[src/rtl/mygo_stage_word2bytes.sv]
// Word-to-byte serialiser: takes 32-bit words from an upstream FIFO, emits them as
// four bytes, and issues a single completion token after WORDS words.
module mygo_stage_word2bytes #(
  parameter int WORDS     = 4,
  parameter int LSB_FIRST = 1
) (
  input  logic        clk,
  input  logic        rst,
  input  logic [31:0] in_data,
  input  logic        in_valid,
  output logic        in_ready,
  output logic [7:0]  out_data,
  output logic        out_valid,
  input  logic        out_ready,
  output logic        done_data,
  output logic        done_valid,
  input  logic        done_ready
);

  localparam logic [1:0] ST_WAIT = 2'd0;
  localparam logic [1:0] ST_SEND = 2'd1;
  localparam logic [1:0] ST_DONE = 2'd2;
  localparam logic [1:0] ST_HALT = 2'd3;

  localparam logic [7:0] WORDS_C = 8'(WORDS);

  logic [1:0]  state;
  logic [31:0] hold;
  logic [1:0]  byte_idx;
  logic [7:0]  word_cnt;

  function automatic logic [7:0] pick_byte(input logic [31:0] w, input logic [1:0] idx);
    logic [1:0] pos;
    pos = (LSB_FIRST != 0) ? idx : (2'd3 - idx);
    case (pos)
      2'd0:    return w[7:0];
      2'd1:    return w[15:8];
      2'd2:    return w[23:16];
      default: return w[31:24];
    endcase
  endfunction

  always_ff @(posedge clk or posedge rst) begin
    if (rst) begin
      state    <= ST_WAIT;
      hold     <= '0;
      byte_idx <= '0;
      word_cnt <= '0;
    end else begin
      case (state)
        ST_WAIT: begin
          // Only reachable with the quota already met when WORDS is 0.
          if (word_cnt == WORDS_C) begin
            state <= ST_DONE;
          end else if (in_valid) begin
            hold     <= in_data;
            byte_idx <= 2'd0;
            state    <= ST_SEND;
          end
        end
        ST_SEND: begin
          if (out_ready) begin
            byte_idx <= byte_idx + 2'd1;
            if (byte_idx == 2'd3) begin
              word_cnt <= word_cnt + 8'd1;
              state    <= ((word_cnt + 8'd1) == WORDS_C) ? ST_DONE : ST_WAIT;
            end
          end
        end
        ST_DONE: begin
          if (done_ready) state <= ST_HALT;
        end
        default: state <= ST_HALT;
      endcase
    end
  end

  // The quota term keeps a zero-word configuration from ever handshaking a word.
  assign in_ready   = (state == ST_WAIT) && (word_cnt != WORDS_C) && !rst;
  assign out_valid  = (state == ST_SEND);
  assign out_data   = pick_byte(hold, byte_idx);
  assign done_valid = (state == ST_DONE);
  assign done_data  = (state == ST_DONE);

endmodule
[config.mk]
export PLATFORM = sky130hd
export DESIGN_NAME = mygo_stage_word2bytes
export DESIGN_NICKNAME = d
export VERILOG_FILES = /design/src/rtl/mygo_stage_word2bytes.sv
export SDC_FILE = /design/constraint.sdc
export NUM_CORES = 1
export LEC_CHECK = 0
export CAP_MARGIN = 40
export CORE_MARGIN = 3
export CORE_UTILIZATION = 40
export CTS_BUF_LIST = sky130_fd_sc_hd__clkbuf_16
export CTS_CLUSTER_SIZE = 28
export DETAILED_ROUTE_END_ITERATION = 16
export PLACE_DENSITY = 0.62
export SETUP_SLACK_MARGIN = 0.1
export SLEW_MARGIN = 20
export SYNTH_ARGS = -nofsm -noshare
export SYNTH_HDL_FRONTEND = slang
export SYNTH_SLANG_ARGS = --single-unit
[constraint.sdc]
create_clock -name clk -period 3.7 [get_ports clk]
set_input_delay 0.74 -clock clk [delete_from_list [all_inputs] [get_ports clk]]
set_output_delay 0.74 -clock clk [all_outputs]
set_load 0.1 [all_outputs]
# == After elaboration in Yosys (flattened, before gate mapping) ==
# Index checks and enable logic that the tools add are counted.
# totals
ff_bits,44
# op_classes
n_eq_ne,14
n_addsub,2
reduce_logical,10
bitwise_logic,1
muxes,12
# ops
operator,count
8-bit case mux with 3 select lines,1
2-bit two-way mux,9
8-bit by 3-bit equality test with 1-bit output (second input constant),2
8-bit by 1-bit adder with 8-bit output (second input constant),1
8-bit by 3-bit inequality test with 1-bit output (second input constant),1
4-bit AND reduction,2
2-bit equality test (second input constant),3
2-bit by 1-bit inequality test with 1-bit output (second input constant),3
2-bit case mux with 3 select lines,1
3-bit AND reduction,2
2-bit by 1-bit equality test with 1-bit output (second input constant),2
2-bit logical NOT,2
2-bit inequality test (second input constant),2
2-bit case mux with 2 select lines,1
3-bit inequality test (second input constant),1
2-bit by 1-bit adder with 2-bit output (second input constant),1
1-bit logical AND,2
2-bit nonzero test,1
1-bit logical NOT,1
1-bit NOT,1

# == Logic depth before layout (Yosys ltp) ==
# Gate-level depths: netlist of the first run.
# depth
word_depth,6
mapped_depth,8
mapped_depth_nobuf,6

# == Worst setup path after synthesis of the first run ==
# No wires, ideal clock.
# synth_timing
kind,register -> output
start,register word_cnt[0]
end,output in_ready
path_stages_with_launch,6
setup_slack_ns,-0.828
t_arrival_ns,3.788
required_ns,2.960
n_path_buf,0
path_cell_list,dfrtp_1 -> inv_1 -> ha_1 -> nor4b_2 -> and3_4 -> nor4_1
# synth_between
elab_chain_len,3
# synth_lines
item,line_no,text
from (decl),30,logic [7:0] word_cnt;
from (signal assigned),65,word_cnt <= word_cnt + 8'd1;
8-bit by 3-bit inequality test with 1-bit output,79,assign in_ready = (state == ST_WAIT) && (word_cnt != WORDS_C) && !rst;
1-bit logical AND (2 in a row),79,
to (decl),11,"output logic in_ready,"
# No other way between the ends.

# == Worst setup path in the final report of the first run ==
# layout_timing
start,register byte_idx[0]
end,output out_data[0]
# layout_between
elab_chain_len,2
# layout_lines
item,line_no,text
from (decl),29,logic [1:0] byte_idx;
from (signal assigned),63,byte_idx <= byte_idx + 2'd1;
2-bit equality test (tied with other cells),35,case (pos)
8-bit case mux with 3 select lines *,35,
to (decl),12,"output logic [7:0] out_data,"
# Every way passes the cells marked *; elsewhere a longest branch is shown, timed or not.

==> results of run 1 <==
-- worst paths after layout --
path                              from          end  slack, ns  cells after the start
min                            hold[1]      hold[1]       0.51                      1
max                        byte_idx[0]  out_data[0]       0.97                      3
min reg2reg                    hold[1]      hold[1]       0.51                      1
max in group asynchronous          rst      hold[9]       2.37                      3
min in group asynchronous          rst  word_cnt[3]       0.78                      2
max reg2reg                word_cnt[0]     hold[16]       1.39                      6
-- synth_stat cells --
cell,instances,area [um2]
nand2_1,7,26.3
nor3_1,2,10.0
a21o_1,2,15.0
buf_2,4,20.0
a32o_1,1,10.0
nor2b_1,1,6.26
nor2_1,4,15.0
or4_4,1,11.3
a21oi_1,3,15.0
a311o_1,1,10.0
clkbuf_1,7,26.3
o22ai_1,1,6.26
o211ai_1,1,7.51
inv_1,16,60.1
nor4b_2,1,15.0
mux2_4,29,435
a211oi_1,1,7.51
and4_1,2,17.5
nor2_2,1,6.26
a22oi_1,1,7.51
mux2i_1,8,80.1
buf_4,1,7.51
ha_1,7,87.6
dfrtp_1,44,1100
and4b_1,1,10.0
a222oi_1,8,80.1
nand3_1,3,15.0
xor2_1,2,17.5
nand4bb_1,1,11.3
nand2b_1,2,12.5
nor4_1,1,6.26
o21ai_0,3,15.0
buf_6,4,45.0
nand4_1,2,12.5
and2_1,1,6.26
o31ai_1,1,7.51
mux2_2,3,33.8
or3_1,2,12.5
and3_4,1,11.3
xnor2_1,6,52.6
-- area by class of cell --
cell class	count	area (um2)
clock buffers	5	125
clock inverters	3	46.3
fillers	533	2600
inverters	16	60.1
multi-input cells	111	1100
flip-flops and latches	44	1100
well taps	72	90.1
repair buffers	50	485
-- routing by layer --
metal	up-vias	part of all wire	wire length (um)
met5	-	0	0
li1	746	-	-
met4	0	0.014	67
met2	33	0.45	2180
met3	5	0.046	221
met1	729	0.49	2360
-- registers in the layout, summed over array words and instances (netlist names) --
name      flops
hold         32
state         2
byte_idx      2
word_cnt      8
-- worst max-delay path, cell delays in order, from the launching register on --
cell     delay [ns]
dfrtp_1        0.43
ha_1           0.60
mux2i_1        0.34
buf_4          0.34
-- power breakdown --
part	leakage, nW	internal [mW]	switching (mW)
Combinational	0.789	0.0697	0.0621
Clock	0.0804	0.321	0.187
Sequential	0.559	0.499	0.0101
-- cell families after synthesis --
group                    share of synthesized area
XOR/XNOR                                    0.0298
AND/OR/NAND/NOR                             0.0872
multiplexers                                 0.233
buffers and inverters                       0.0675
AO/OA/AOI/OAI                               0.0771
adder cells (fa/ha/maj)                     0.0372
flip-flops                                   0.468
-- per-stage QoR --
| step | hold slack, ns | power (mW) | instance area [um2] | util | worst slack (ns) |
|---|---|---|---|---|---|
| floorplan | 0.479 | 0.589 | 2360 | - | 0.359 |
| global placement | 0.489 | 0.646 | 2810 | 0.501 | 1.14 |
| detailed placement | 0.493 | 0.651 | 2840 | 0.506 | 1.12 |
| CTS | 0.508 | 1.16 | 3010 | 0.536 | 0.978 |
| global route | 0.528 | 1.20 | 3010 | 0.536 | 0.923 |
| finish | 0.511 | 1.15 | 3010 | 0.536 | 0.969 |
==> key figures, run 1 <==
Run status
  – Status: completed

Synth
  – Number of synthesized register bits: 44
  – Cell Area, Synth: 2350 um2
  – Synthesized net count: 231
  – Yosys warning total: 0
  – Sequential area share after synthesis: 0.468
  – Post-synthesis cell count: 187
  – Syn_area_per_cell: 12.6 um2
  – Post-synth cell types: 40

Detailed routing
  – DRC Markers: 0
  – Vias/cell: 5.03
  – Drt wl/cell: 16.0 um
  – Routed Antenna Nets: 0
  – DRT Pass-1 Iters: 4
  – Total number of vias: 1513
  – DR iter-0 viols: 74
  – WL final: 4.83 mm

Global route
  – Global routing usage on met2: 0.242
  – Total global-route track usage: 0.157
  – Vias in the first global route: 1602
  – Overflow after GRT: 0
  – Largest net degree at the start of global routing: 34
  – Met1 Resource Use GR: 0.218
  – GRT busiest layer: met2
  – Met3 usage in global routing: 0.0369
  – First-pass GRT wire length: 8.02 mm
  – Initial antenna violation count: 0

Place
  – Inst Count DP: 293
  – GPL Wtd Cong: 0.728
  – PortBufs: 48
  – DP Wirelength: 3.44 mm

Layout
  – Share of cells above drive strength 1: 0.258
  – Area growth syn-to-layout: 27.8%
  – # diodes: 0
  – Most frequent cells in the layout: 44 x dfrtp_1, 36 x clkdlybuf4s50_1, 29 x mux2_4
  – Most common library cell in the layout ignoring fill and taps: dfrtp_1
  – Final #Nets: 272
  – Post-Layout Cell Count: 301

Clock network
  – CTS tree: done
  – Clock Tree Buf Depth: 2
  – TritonCTS buffer count: 5
  – Clock tree root buffer cell: clkbuf_16
  – Skew-Pair Late Insertion Delay: 0.28 ns
  – Hold_buf cts: 0
  – PostCTS Resize Cnt: 0
  – Setup Buffers After CTS: 0
  – Clock transition at the registers of the reported paths: 0.06 ns
  – H-Tree Depth: 2
  – Clock Sinks: 44

Hold path
  – Min-Delay Path Class: flop to flop

Floorplan
  – # IOs: 49
  – Core Rows: 27
  – DIE WIDTH: 82.7 um
  – Die Y: 82.7 um
  – Die ar.: 6840 um2
  – Starting Density: 0.420
  – Core area: 5610 um2

Timing
  – Final Critical Period: 2.73 ns
  – Slew Limit Fails: 0
  – RSZ-0062 raised after global routing: no
  – Headroom to the max-slew limit: 0.573
  – Setup_tns: 0 ns
  – Peak Freq: 366 MHz
  – Slew @ Worst Pin: 0.640 ns
  – Final Hold Fails: 0
  – Clock Skew: 0.00304 ns
  – Final setup vio count: 0
  – Final worst-path cycle share: 0.738

Power and ir drop
  – Pwr Density: 382 nW/um2
  – Worst vdd ir: 0.000241 V
  – P_leak: 1.43 nW

Setup path
  – Critical path required time: 2.96 ns
  – CP Max Fanout: 10
  – Critical Path Source Type: flop
  – Arr. time, crit path: 1.99 ns
  – Crit end category: output port
  – WS Path Type: flop to output port

Flow run
  – Max_cap viols: 0
Note: power is estimated with default switching activity, not from simulation.
==> inputs of run 2 (changes only) <==
Clock period 3.7 ns to 2.81 ns, I/O delays scaled along.
==> key figures, run 2 (same netlist as run 1, synthesis figures left out) <==
Hold path
  – Hold Crit Depth: 1
  – Hold_sp: hold[30]
  – Hold Path End: hold[30]
  – Min-Delay Path Class: flop to flop

Place
  – GPL Wtd Cong: 0.755
  – Inst Count DP: 293
  – Area after DPL: 2960 um2
  – DP Wirelength: 3.30 mm
  – PortBufs: 48

Detailed routing
  – WL final: 4.82 mm
  – Total number of vias: 1536
  – Drt wl/cell: 16.0 um
  – DRT Pass-1 Iters: 5
  – DR iter-0 viols: 84
  – DRC Markers: 0
  – Vias/cell: 5.10
  – Routed Antenna Nets: 0

Layout
  – Area growth syn-to-layout: 32.0%
  – Share of cells above drive strength 1: 0.297
  – Top Registers: hold x32, word_cnt x8
  – # diodes: 0
  – Post-Layout Cell Count: 301
  – Biggest register: hold
  – Most frequent cells in the layout: 44 x dfrtp_1, 36 x clkdlybuf4s50_1, 29 x mux2_4
  – Most common library cell in the layout ignoring fill and taps: dfrtp_1
  – Final #Nets: 272
  – Max reg flops: 32
  – Post-Layout Inst Area: 3110 um2

Power and ir drop
  – Pwr Density: 460 nW/um2
  – Worst vdd ir: 0.000298 V
  – P_leak: 1.47 nW

Timing
  – RSZ-0062 raised after global routing: no
  – Clock Skew: 0.00455 ns
  – Final Critical Period: 2.53 ns
  – Peak Freq: 395 MHz
  – Final Hold Fails: 0
  – Final setup vio count: 0
  – Headroom to the max-slew limit: 0.594
  – Setup_tns: 0 ns
  – Slew @ Worst Pin: 0.610 ns
  – Final worst-path cycle share: 0.901
  – Slew Limit Fails: 0

Setup path
  – Flop2flop setup slack: 0.49 ns
  – Critical path required time: 2.25 ns
  – WS Path Type: flop to output port
  – Arr. time, crit path: 1.97 ns
  – CP Max Fanout: 8
  – R2r endpoint: hold[12]
  – Reg2reg path depth: 6
  – Crit end category: output port
  – Critical Path Source Type: flop
  – Reg2reg start: word_cnt[0]

Clock network
  – Clock Sinks: 44
  – TritonCTS buffer count: 5
  – Hold_buf cts: 0
  – H-Tree Depth: 2
  – Clock transition at the registers of the reported paths: 0.06 ns
  – Clock Tree Buf Depth: 2
  – PostCTS Resize Cnt: 0
  – Clock tree root buffer cell: clkbuf_16
  – CTS tree: done
  – Setup Buffers After CTS: 0
  – Skew-Pair Late Insertion Delay: 0.28 ns

Floorplan
  – DIE WIDTH: 82.7 um
  – Core Rows: 27
  – Die ar.: 6840 um2
  – # IOs: 49
  – Die Y: 82.7 um
  – Core area: 5610 um2
  – Starting Density: 0.420

Global route
  – Overflow after GRT: 0
  – Vias in the first global route: 1535
  – Initial antenna violation count: 0
  – First-pass GRT wire length: 7.65 mm
  – Largest net degree at the start of global routing: 45
  – Total global-route track usage: 0.153

Flow run
  – Max_cap viols: 0

Run status
  – Status: completed
-- run 2: worst max-delay path, cell delays in order (launching register included) --
cell and delay [ns]:
dfrtp_1 0.43, inv_1 0.09, ha_1 0.34, a222oi_1 0.47, mux2i_2 0.16, buf_12 0.20
-- run 2: routing by layer --
layer / up-vias / GRT usage / share of wire
met3: 2 / 0.0390 / 0.060
met4: 0 / 0.0686 / 0.0077
met5: - / 0 / 0
li1: 747 / - / -
met2: 38 / 0.228 / 0.46
met1: 749 / 0.210 / 0.47
-- run 2: cell type report --
type,instances,area [um2]
fill,483,2500
multi-input combinational,111,1130
sequential,44,1100
timing repair buffer,50,578
clock buffer,5,125
tap,72,90.1
inverter,16,60.1
clock inverter,3,18.8
-- run 2: worst max path at each step --
stage | from | to | slack, ns | depth (start not counted)
3_5_place_dp | in_valid | hold[11] | 0.38 | 4
6_report | byte_idx[0] | out_data[6] | 0.28 | 5
3_3_place_gp | in_valid | hold[15] | 0.40 | 4
5_1_grt | byte_idx[0] | out_data[6] | 0.15 | 5
4_1_cts | byte_idx[0] | out_data[6] | 0.26 | 5
2_1_floorplan | word_cnt[0] | in_ready | -0.35 | 5
-- run 2: report_power, final --
| group | internal [mW] | switching (mW) |
|---|---|---|
| sequential | 0.657 | 0.0127 |
| combinational | 0.105 | 0.0859 |
| clock | 0.327 | 0.239 |
| total | 1.09 | 0.337 |
-- run 2: stage by stage --
step	hold WS (ns)	utilization	setup WS [ns]	power (mW)
2_1_floorplan	0.479	-	-0.353	0.780
3_3_place_gp	0.490	0.528	0.403	0.873
3_5_place_dp	0.492	0.528	0.382	0.874
4_1_cts	0.509	0.554	0.260	1.45
5_1_grt	0.517	0.554	0.149	1.49
6_report	0.507	0.554	0.279	1.43
